--- src/rtl/song_sequencer_pkg.sv ---
// Shared widths, state encoding and word helpers for the song sequencer slice.
package song_sequencer_pkg;

  localparam int NOTE_W = 6;
  localparam int DUR_W  = 6;
  localparam int SONG_W = 2;
  localparam int IDX_W  = 5;
  localparam int WORD_W = NOTE_W + DUR_W;
  localparam int ADDR_W = SONG_W + IDX_W;

  // Last addressable word of a song; reaching it ends the song even without a terminator.
  localparam logic [IDX_W-1:0] IDX_LAST = '1;

  typedef enum logic [2:0] {
    S_IDLE,
    S_FETCH,
    S_LOAD_WAIT,
    S_CLR_WAIT,
    S_PLAYING,
    S_ADVANCE,
    S_DONE
  } state_t;

  // A zero duration marks the end of a song.
  function automatic logic is_terminator(input logic [WORD_W-1:0] word);
    return word[DUR_W-1:0] == '0;
  endfunction

  function automatic logic [WORD_W-1:0] make_word(input logic [NOTE_W-1:0] note,
                                                  input logic [DUR_W-1:0]  dur);
    return {note, dur};
  endfunction

endpackage

--- src/rtl/song_sequencer_rom.sv ---
// Song book: four songs of 32 (note, duration) words, synchronous read with one cycle latency.
module song_rom
  import song_sequencer_pkg::*;
(
  input  logic              clk,
  input  logic [ADDR_W-1:0] addr,
  output logic [WORD_W-1:0] dout
);

  logic [WORD_W-1:0] word_d;
  logic [WORD_W-1:0] dout_q;

  // Table lookup; song 1 is a full 32-word song without a terminator, built from its index.
  always_comb begin
    word_d = '0;
    case (addr)
      7'h00:   word_d = make_word(6'd10, 6'd4);
      7'h01:   word_d = make_word(6'd20, 6'd2);
      7'h02:   word_d = make_word(6'd0,  6'd0);
      7'h40:   word_d = make_word(6'd30, 6'd3);
      7'h41:   word_d = make_word(6'd31, 6'd5);
      7'h42:   word_d = make_word(6'd32, 6'd1);
      7'h43:   word_d = make_word(6'd33, 6'd0);
      7'h60:   word_d = make_word(6'd40, 6'd7);
      7'h61:   word_d = make_word(6'd41, 6'd8);
      7'h62:   word_d = make_word(6'd42, 6'd9);
      7'h63:   word_d = make_word(6'd43, 6'd10);
      7'h64:   word_d = make_word(6'd44, 6'd0);
      default: begin
        if (addr[ADDR_W-1 -: SONG_W] == SONG_W'(1)) begin
          word_d = make_word(NOTE_W'(addr[IDX_W-1:0]) + NOTE_W'(1),
                             DUR_W'(addr[2:0]) + DUR_W'(1));
        end
      end
    endcase
  end

  // Registered read port gives the one cycle ROM latency.
  always_ff @(posedge clk) begin
    dout_q <= word_d;
  end

  assign dout = dout_q;

endmodule

--- src/rtl/song_sequencer.sv ---
// Steps through a song in the ROM, hands each word to the note player and waits for it to finish.
module song_sequencer
  import song_sequencer_pkg::*;
(
  input  logic              clk,
  input  logic              reset,
  input  logic              play,
  input  logic [SONG_W-1:0] song_sel,
  input  logic              restart,
  input  logic              note_done,
  output logic [NOTE_W-1:0] note_out,
  output logic [DUR_W-1:0]  duration_out,
  output logic              load_note,
  output logic              song_done,
  output logic [IDX_W-1:0]  note_index
);

  state_t            state_q, state_d;
  logic [IDX_W-1:0]  idx_q, idx_d;
  logic [SONG_W-1:0] song_q, song_d;
  logic [NOTE_W-1:0] note_q, note_d;
  logic [DUR_W-1:0]  dur_q, dur_d;
  logic              load_q, load_d;
  logic              done_q, done_d;
  logic [ADDR_W-1:0] rom_addr;
  logic [WORD_W-1:0] rom_data;
  logic              reseq;

  assign rom_addr = {song_q, idx_q};

  song_rom u_rom (
    .clk  (clk),
    .addr (rom_addr),
    .dout (rom_data)
  );

  // A restart pulse or a new song request rewinds to word 0 from any active state.
  assign reseq = (state_q != S_IDLE) && (restart || (song_sel != song_q));

  // Next-state logic; with play low every transition freezes except finishing an already fetched load.
  always_comb begin
    state_d = state_q;
    idx_d   = idx_q;
    song_d  = song_q;
    note_d  = note_q;
    dur_d   = dur_q;
    load_d  = 1'b0;
    if (reseq) begin
      idx_d   = '0;
      song_d  = song_sel;
      state_d = play ? S_FETCH : S_IDLE;
    end else begin
      case (state_q)
        S_IDLE: begin
          song_d = song_sel;
          if (play) state_d = S_FETCH;
        end
        S_FETCH: begin
          if (play) state_d = S_LOAD_WAIT;
        end
        S_LOAD_WAIT: begin
          if (is_terminator(rom_data)) begin
            state_d = S_DONE;
          end else begin
            note_d  = rom_data[WORD_W-1 -: NOTE_W];
            dur_d   = rom_data[DUR_W-1:0];
            load_d  = 1'b1;
            state_d = S_CLR_WAIT;
          end
        end
        S_CLR_WAIT: begin
          if (play && !note_done) state_d = S_PLAYING;
        end
        S_PLAYING: begin
          if (play && note_done) state_d = S_ADVANCE;
        end
        S_ADVANCE: begin
          if (play) begin
            if (idx_q == IDX_LAST) begin
              state_d = S_DONE;
            end else begin
              idx_d   = idx_q + IDX_W'(1);
              state_d = S_FETCH;
            end
          end
        end
        S_DONE: begin
          state_d = S_DONE;
        end
        default: begin
          state_d = S_IDLE;
        end
      endcase
    end
    done_d = (state_d == S_DONE);
  end

  // All sequencer registers, cleared by the synchronous reset.
  always_ff @(posedge clk) begin
    if (reset) begin
      state_q <= S_IDLE;
      idx_q   <= '0;
      song_q  <= '0;
      note_q  <= '0;
      dur_q   <= '0;
      load_q  <= 1'b0;
      done_q  <= 1'b0;
    end else begin
      state_q <= state_d;
      idx_q   <= idx_d;
      song_q  <= song_d;
      note_q  <= note_d;
      dur_q   <= dur_d;
      load_q  <= load_d;
      done_q  <= done_d;
    end
  end

  assign note_out     = note_q;
  assign duration_out = dur_q;
  assign load_note    = load_q;
  assign song_done    = done_q;
  assign note_index   = idx_q;

endmodule
--- config.mk ---
export PLATFORM = sky130hd
export DESIGN_NAME = song_sequencer
export DESIGN_NICKNAME = d
export VERILOG_FILES = /design/src/rtl/song_sequencer_pkg.sv /design/src/rtl/song_sequencer_rom.sv /design/src/rtl/song_sequencer.sv
export SDC_FILE = /design/constraint.sdc
export NUM_CORES = 1
export LEC_CHECK = 0
export ABC_CLOCK_PERIOD_IN_PS = 2600
export BUFFER_PORTS_ARGS = -buffer_cell sky130_fd_sc_hd__buf_2
export CAP_MARGIN = 20
export CORE_ASPECT_RATIO = 1.4
export CORE_UTILIZATION = 30
export CTS_CLUSTER_DIAMETER = 50
export DETAILED_ROUTE_END_ITERATION = 10
export PLACE_DENSITY = 0.49
export SYNTH_ARGS = -nofsm -noshare
export SYNTH_HDL_FRONTEND = slang
export SYNTH_HIERARCHICAL = 1
export SYNTH_SLANG_ARGS = --single-unit
export TNS_END_PERCENT = 5
--- constraint.sdc ---
create_clock -name clk -period 2.6 [get_ports clk]
set_clock_uncertainty 0.2 [all_clocks]
set_input_delay 0.52 -clock clk [delete_from_list [all_inputs] [get_ports clk]]
set_output_delay 0.52 -clock clk [all_outputs]
set_load 0.05 [all_outputs]
==> impl_metrics.yaml, run 1 <==
cells_and_area:
  drive_above_1_share_pct: 28.4
  layout_commonest_cell: "dfxtp_1"
  fin_area_um2: 2080
  final_util_pct: 35.3
  area_delta_synth_final_pct: 11.9
  num-fill-cells: 630
  layout_common_cells: "34 x dfxtp_1, 25 x buf_2, 15 x nand3_1"
  num_antenna_cells: 0
  layout.nets: 234
timing:
  worst_pin_slew_ns: 0.712
  fin_crit_ns: 2.20
  rsz0062_at_grt: "false"
  slew-limit-headroom_pct: 52.5
  max_freq_mhz: 454
  slew_violations: 0
  setup_slack_ns: 0.399
  setup_tns_ns: 0
  hold_viol: 0
  whs_ns: 0.254
  finalSetupViolations: 0
  finalCritPeriodShare_pct: 84.7
synth:
  ys_ff_latch: 34
  seq_area_frac_synth_pct: 36.6
  synth_edf_count: 0
  yosysUniqueCellTypes: 53
  synthArstFlopShare_pct: 0
  syn_inst: 201
  yosys_warnings: 6
  ys.flop_type: "dfxtp_1"
  avgSynthCellArea_um2: 9.26
  syn_area_um2: 1860
routing:
  post_drt_wl_per_cell_um: 13.9
  ant_nets: 0
  drc: 0
  routed_wl_um: 4060
  viasPerCell: 5.12
  drt_iter0_markers: 44
  vias: 1495
  dr.pass1.iters: 4
worst_setup_path:
  r2r-end: "note_index[2]"
  rr_worst_depth: 7
  start_kind: "register"
  cpMostUsedCell: "ha_1"
  slowest_stage: "dfxtp_1"
  end_kind: "register"
  crit_path_max_fanout: 10
  path_cells: "ha_1 > and3_1 > ha_1 > nand2b_1 > nor4b_1 > xnor2_1 > nor2_1"
  r2r_slack_ns: 0.40
  slowest_delay_ns: 0.41
  path_class: "reg2reg"
  worst_ep_required_time_ns: 2.56
  r2r_start: "note_index[0]"
  cp.arrival_ns: 2.16
clock_network:
  cts_tree: "done"
  cts_max_level: 2
  cts_setup_buffers: 0
  cts_buffer_depth: 2
  ctsHoldBuffers: 0
  ctsResizeCount: 0
  numCtsBuffers: 5
  clk_latency_ns: 0.29
  clk_pin_slew_worst_paths_ns: 0.07
  clock_sinks: 34
  root_buffer: "clkbuf_8"
floorplan:
  dieWidth_um: 68.6
  fp.dieH_um: 95.2
  core_um2: 5900
  dieArea_um2: 6530
  io_pins: 26
  floorplan.initialDensity_pct: 31.5
  num_rows: 33
grt:
  antenna_found_initial: 0
  grt_overflow_total: 0
  grt_pass1_wl_um: 6950
  grt_usage_pct: 14.5
  grt_pass1_vias: 1403
  grt_max_degree: 22
pwr:
  cellPowerDensity_nw_per_um2: 575
  peakVddDrop_mv: 0.229
  power.leakage_nw: 0.796
hold_path:
  worstHoldStart: "u_rom/dout[8]"
  min_path_cells: 2
  hold_path_class: "reg2reg"
  holdPathEnd: "note_out[2]"
placed_design:
  dpl_cell_area_um2: 1990
  hpwl_um: 3040
  gp_congestion: 0.742
  numPortBuffers: 25
  place_ws_ns: 0.430
flow_run:
  cap_violations: 0
run_status:
  status: "complete, no violations"
[per-layer routing]
metal / global-route usage (%) / vias up / share of wire (%)
li1: - / 773 / -
met3: 2.87 / 5 / 4.0
met5: 0 / - / 0
met2: 23.8 / 33 / 50
met4: 7.64 / 0 / 2.2
met1: 17.5 / 684 / 43
[kinds of logic after synthesis]
kind of cell	share of synthesized area, %
compound gates	25.6
xor+xnor	3.77
fa+ha+maj	4.03
buf+inv	7.46
flops	36.6
mux	2.69
other cells	0.202
simple gates	19.6
[area by class of cell]
type	count	area [um^2]	area share [%]
Tap cell	70	87.6	4.21
Inverter	4	15.0	0.721
Clock buffer	7	86.3	4.15
Clock inverter	1	5.00	0.240
Sequential cell	34	681	32.7
Multi-Input combinational cell	146	1040	50.2
Timing Repair Buffer	30	163	7.81
[stage by stage]
| stage | instances | total power [W] |
|---|---|---|
| floorplan | 202 | 0.000771 |
| global placement | 284 | 0.000803 |
| detailed placement | 284 | 0.000804 |
| CTS | 292 | 0.00121 |
| global route | 292 | 0.00127 |
| finish | 292 | 0.00120 |
[worst max-delay path by stage]
stage	startpoint	end	depth (start not counted)
2_1_floorplan	note_index[0]	note_index[2]	7
3_3_place_gp	song_sel[0]	state_q[0]	5
3_5_place_dp	song_sel[0]	state_q[0]	5
4_1_cts	note_index[0]	note_index[2]	7
5_1_grt	note_index[0]	note_index[2]	7
6_report	note_index[0]	note_index[2]	7
[report_power, final]
group	total, W	switching (W)	internal, W
clock	0.000405	0.000192	0.000214
combinational	0.000201	0.000129	0.0000716
sequential	0.000592	0.0000474	0.000544
total	0.00120	0.000368	0.000829
[cell usage after synthesis, types with 5 or more instances]
cell      number  area share [%]
nand2b_1       5             1.7
mux2i_1        5             2.7
nor2_1         9             1.8
nor2b_1        6             2.0
a21oi_2        9             4.2
or3_1          5             1.7
ha_1           6             4.0
o21ai_0        6             1.6
nor3_1         7             1.9
o21ai_2       10             4.7
nand3_1       15             4.0
dfxtp_1       34              37
clkbuf_1       8             1.6
a21oi_1        8             2.2
o22ai_1        5             1.7
[state kept, by name, summed over array words and instances, names as in the netlist]
name          flops
u_rom/dout       10
duration_out      6
note_out          6
note_index        5
state_q           3
song_q            2
load_note         1
song_done         1
[worst max-delay path: cells and delay by family, from the launching register on]
family                   cells  cell delay [ns]
XOR/XNOR                     1             0.17
AND/OR/NAND/NOR              4             0.84
adder cells (fa/ha/maj)      2             0.46
flip-flops                   1             0.41
Power figures use the tool's default switching activity.
==> run 2, diff against run 1 <==
--- a/config.mk
+++ b/config.mk
@@ -5,7 +5,8 @@
 export SDC_FILE = /design/constraint.sdc
 export NUM_CORES = 1
 export LEC_CHECK = 0
-export ABC_CLOCK_PERIOD_IN_PS = 2600
+export ABC_AREA = 1
+export ABC_CLOCK_PERIOD_IN_PS = 2200
 export BUFFER_PORTS_ARGS = -buffer_cell sky130_fd_sc_hd__buf_2
 export CAP_MARGIN = 20
 export CORE_ASPECT_RATIO = 1.4
==> constraint.sdc (replaced) <==
create_clock -name clk -period 2.2 [get_ports clk]
set_clock_uncertainty 0.2 [all_clocks]
set_input_delay 0.44 -clock clk [delete_from_list [all_inputs] [get_ports clk]]
set_output_delay 0.44 -clock clk [all_outputs]
set_load 0.05 [all_outputs]
==> run 2 against run 1 <==
Net effect: via count rose by 8.6%; register-to-register slack got worse by 0.17 ns; core utilization rose by 1.5 points; first-iteration DRC count rose by 80%; setup slack got worse by 0.17 ns; sequential power rose by 16%; flip-flop and latch count did not move; global-route usage rose by 0.32 points; die area fell by 7.0%; critical endpoint is now note_index[3]; largest power group is now the clock network.
==> impl_metrics.yaml, run 2 <==
routing:
  dr.pass1.iters: 4
  drt_iter0_markers: 79
  vias: 1624
  viasPerCell: 4.68
  routed_wl_um: 3830
  drc: 0
  ant_nets: 0
  post_drt_wl_per_cell_um: 11.0
clock_network:
  cts_tree: "done"
  ctsResizeCount: 0
  numCtsBuffers: 5
  cts_max_level: 2
  ctsHoldBuffers: 0
  clk_pin_slew_worst_paths_ns: 0.07
  cts_setup_buffers: 0
  clock_sinks: 34
  root_buffer: "clkbuf_8"
  cts_buffer_depth: 2
  clk_latency_ns: 0.29
timing:
  slew_violations: 0
  hold_viol: 0
  finalSetupViolations: 0
  max_freq_mhz: 507
  rsz0062_at_grt: "false"
  setup_tns_ns: 0
  fin_crit_ns: 1.97
  finalCritPeriodShare_pct: 89.7
  whs_ns: 0.186
cells_and_area:
  layout.nets: 291
  area_delta_synth_final_pct: 17.7
  largest_reg_flops: 10
  stdcell_count: 347
  num_antenna_cells: 0
  layout_common_cells: "56 x nand2_1, 34 x dfxtp_1, 33 x nor2_1"
  drive_above_1_share_pct: 17.6
  num-fill-cells: 623
  layout_commonest_cell: "nand2_1"
run_status:
  status: "complete, no violations"
floorplan:
  floorplan.initialDensity_pct: 31.3
  dieArea_um2: 6070
  io_pins: 26
  num_rows: 32
  fp.dieH_um: 91.8
  core_um2: 5530
  dieWidth_um: 66.1
synth:
  synth_xor_area_share_pct: 0.507
  yosys-top-cells-area: "dfxtp_1 39%, nand2_1 12%, nand3_1 9.3%"
  yosysMostFrequentCell: "nand2_1"
  synthTopCellsByCount: "56 x nand2_1, 34 x dfxtp_1, 33 x nor2_1"
  yosysUniqueCellTypes: 26
  synth_compound_area_share_pct: 9.49
  synthArstFlopShare_pct: 0
  yosys.area.top_type: "dfxtp_1"
  synth.top_cell.area_share_pct: 39.4
  yosys_warnings: 6
  ys_ff_latch: 34
  ys.flop_type: "dfxtp_1"
  syn_area_um2: 1730
  syn_inst: 251
  synth_mux_area_share_pct: 0
  synth_top_family_by_area: "simple AND/OR/NAND/NOR gates"
  synth_simple_gate_area_share_pct: 36.4
  seq_area_frac_synth_pct: 39.4
  synth_edf_count: 0
  synthAdderAreaFrac_pct: 4.35
  avgSynthCellArea_um2: 6.88
grt:
  grt_pass1_vias: 1601
  gr-usage-met3_pct: 2.74
  grt_max_degree: 19
  antenna_found_initial: 0
  grt_usage_pct: 14.8
  use_met1_pct: 16.8
  grt_overflow_total: 0
  gr-max-usage-layer: "met2"
  grt_pass1_wl_um: 6910
  use_met2_pct: 25.0
placed_design:
  hpwl_um: 2990
  gp_congestion: 0.890
  place_inst: 339
  numPortBuffers: 25
worst_setup_path:
  crit_start: "note_index[1]"
  cp.arrival_ns: 1.99
  crit_path_max_fanout: 8
  end_kind: "register"
  r2r-end: "note_index[3]"
  start_kind: "register"
  r2r_start: "note_index[1]"
  r2r_slack_ns: 0.23
  worst_ep_required_time_ns: 2.22
  cp-endpoint: "note_index[3]"
  path_class: "reg2reg"
  rr_worst_depth: 9
hold_path:
  min_path_cells: 3
  hold_path_class: "in2reg"
pwr:
  peakVddDrop_mv: 0.313
  power.internal_w: 0.00121
  cellPowerDensity_nw_per_um2: 852
  power.leakage_nw: 0.954
  combPwrFrac_pct: 20.4
  power.share.clock_pct: 39.9
  seqPwrFrac_pct: 39.7
  p_switching_w: 0.000519
  switching_share_pct: 30.0
flow_run:
  cap_violations: 0
==> run 2: worst max-delay path, stage by stage (launching register included) <==
cell and delay [ns]:
dfxtp_1 0.38, ha_1 0.23, and3_1 0.18, ha_1 0.18, inv_1 0.07, nand2_2 0.07, nor2_4 0.16, nand4_1 0.11
or2_0 0.22, a21oi_1 0.11
==> run 2: worst min path at each step <==
stage | startpoint | to | slack (ns)
finish | song_sel[0] | song_q[0] | 0.19
detailed placement | duration_out[4] | duration_out[4] | 0.25
global route | song_sel[0] | song_q[0] | 0.20
floorplan | u_rom/dout[6] | note_out[0] | 0.25
global placement | duration_out[0] | duration_out[0] | 0.24
CTS | song_sel[1] | song_q[1] | 0.18
==> run 2: per-stage QoR <==
step                      power [W]  setup WS [ns]  util [%]  instance area (um^2)
after global placement      0.00106          0.287      34.3                  1890
after CTS                   0.00176          0.210      36.8                  2030
after floorplan            0.000995         0.0457         -                  1730
after detailed placement    0.00106          0.232      34.3                  1890
after global routing        0.00183         0.0130      36.8                  2030
final                       0.00173          0.226      36.8                  2030
==> run 2: cell type report <==
class | instances | area [um^2] | area share, %
flip-flops and latches | 34 | 681 | 33.5
well taps | 68 | 85.1 | 4.19
repair buffers | 28 | 148 | 7.27
inverters | 26 | 97.6 | 4.80
clock buffers | 5 | 68.8 | 3.39
multi-input cells | 183 | 883 | 43.5
clock inverters | 3 | 68.8 | 3.39
==> run 2: logic make-up (layout without fill, tap and decap cells) <==
logic type,Yosys count,count (layout)
xor gates and xnor gates,1,1
DFF,34,34
buffers and inverters,35,62
adders and majority gates,6,6
other,1,2
and+or+nand+nor,142,142
AOI/OAI and AO/OA,32,32
==> run 2: power groups by stage <==
stage	logic (W)	registers, W	clock network [W]
5_1_grt	0.000404	0.000692	0.000736
3_3_place_gp	0.000361	0.000700	0
4_1_cts	0.000360	0.000687	0.000709
6_report	0.000354	0.000687	0.000690
2_1_floorplan	0.000243	0.000751	0
3_5_place_dp	0.000359	0.000701	0
==> run 2: metal layers <==
layer | part of all wire [%] | vias up
li1 | - | 859
met1 | 44 | 724
met2 | 50 | 30
met3 | 2.4 | 11
met4 | 3.5 | 0
met5 | 0 | -
==> run 3, diff against run 2 <==
--- a/config.mk
+++ b/config.mk
@@ -9,7 +9,7 @@
 export ABC_CLOCK_PERIOD_IN_PS = 2200
 export BUFFER_PORTS_ARGS = -buffer_cell sky130_fd_sc_hd__buf_2
 export CAP_MARGIN = 20
-export CORE_ASPECT_RATIO = 1.4
+export CORE_ASPECT_RATIO = 0.9
 export CORE_UTILIZATION = 30
 export CTS_CLUSTER_DIAMETER = 50
 export DETAILED_ROUTE_END_ITERATION = 10
==> run 3 against run 2 <==
Net effect: hold slack lost 0.0051 ns; sequential power about the same; die area about the same; critical endpoint is now note_index[0]; setup slack got worse by 0.0061 ns; total power fell by 12%; largest cell class unchanged; design area is 2.2% lower; combinational power about the same; sequential share of layout area increased by 0.74 points; fmax fell by 0.31%; routed wire length hardly changed; highest routed layer unchanged.
==> impl_metrics.yaml, run 3 (synthesis gave the netlist of run 2 again) <==
cells_and_area:
  stdcell_count: 346
  largest_reg_flops: 10
  num_antenna_cells: 0
  layout.nets: 291
  drive_above_1_share_pct: 17.6
  layout_common_cells: "56 x nand2_1, 34 x dfxtp_1, 33 x nor2_1"
  num-fill-cells: 609
  layout_commonest_cell: "nand2_1"
  area_delta_synth_final_pct: 15.1
placed_design:
  place_ws_ns: 0.233
  place_inst: 338
  numPortBuffers: 25
  gp_congestion: 0.836
  hpwl_um: 2900
clock_network:
  cts_setup_buffers: 0
  cts_tree: "done"
  clk_latency_ns: 0.29
  numCtsBuffers: 5
  ctsHoldBuffers: 0
  cts_max_level: 2
  root_buffer: "clkbuf_8"
  clock_sinks: 34
  ctsResizeCount: 0
  clk_pin_slew_worst_paths_ns: 0.07
  cts_buffer_depth: 2
routing:
  dr.pass1.iters: 4
  viasPerCell: 4.59
  drt_iter0_markers: 101
  post_drt_wl_per_cell_um: 11.1
  drc: 0
  ant_nets: 0
  routed_wl_um: 3830
  vias: 1589
timing:
  setup_slack_ns: 0.220
  setup_tns_ns: 0
  slew_violations: 0
  finalCritPeriodShare_pct: 90.0
  hold_viol: 0
  rsz0062_at_grt: "false"
  fin_crit_ns: 1.98
  max_freq_mhz: 505
  finalSetupViolations: 0
floorplan:
  core_um2: 5410
  fp.dieH_um: 74.0
  io_pins: 26
  dieWidth_um: 82.0
  num_rows: 25
  floorplan.initialDensity_pct: 31.9
  dieArea_um2: 6060
flow_run:
  cap_violations: 0
worst_setup_path:
  end_kind: "register"
  start_kind: "register"
  worst_ep_required_time_ns: 2.22
  crit_path_max_fanout: 8
  cp.arrival_ns: 2.00
  path_class: "reg2reg"
run_status:
  status: "complete, no violations"
grt:
  grt_max_degree: 19
  grt_pass1_vias: 1395
  grt_overflow_total: 0
  antenna_found_initial: 0
  grt_pass1_wl_um: 6490
  grt_usage_pct: 14.2
hold_path:
  hold_path_class: "in2reg"
pwr:
  total_power_w: 0.00152
  peakVddDrop_mv: 0.359
  cellPowerDensity_nw_per_um2: 767
  power.leakage_nw: 0.933
==> run 3: final timing paths <==
check / start / to / slack (ns) / cells after the start
worst max-delay path: note_index[1] / note_index[0] / 0.22 / 9
worst min register to register: duration_out[1] / duration_out[1] / 0.26 / 2
worst min-delay path: song_sel[0] / song_q[0] / 0.18 / 3
worst max register to register: note_index[1] / note_index[0] / 0.22 / 9
==> run 3: area by class of cell <==
cell class	instances	area, um^2	area share, %
clock buffers	6	82.6	4.15
clock inverters	2	12.5	0.629
well taps	67	83.8	4.22
flip-flops and latches	34	681	34.2
repair buffers	28	148	7.43
multi-input cells	183	883	44.4
inverters	26	97.6	4.91
==> run 3: power breakdown <==
group          internal [W]  total, W  switching [W]  leakage [nW]
combinational      0.000100  0.000355       0.000255         0.608
clock              0.000251  0.000482       0.000231        0.0472
sequential         0.000657  0.000687      0.0000298         0.277
==> run 3: layer usage <==
layer  wire length, um  track usage [%]
met2              1540             20.1
met4                40             4.09
met1              2140             20.0
met3               117             5.40
met5                 0                0
==> run 3: worst max-delay path, stage by stage (launching register included) <==
cell	delay (ns)
dfxtp_1	0.38
ha_1	0.23
and3_1	0.18
ha_1	0.18
inv_1	0.06
nand2_2	0.06
nor2_4	0.17
inv_1	0.10
or2_0	0.21
a21oi_1	0.13
==> run 3: per-stage QoR <==
| stage | cell area (um^2) | util (%) | hold slack [ns] |
|---|---|---|---|
| after detailed placement | 1890 | 35.0 | 0.251 |
| after global routing | 1990 | 36.7 | 0.179 |
| after global placement | 1890 | 35.0 | 0.246 |
| final | 1990 | 36.7 | 0.181 |
| after floorplan | 1730 | - | 0.247 |
| after CTS | 1990 | 36.7 | 0.169 |
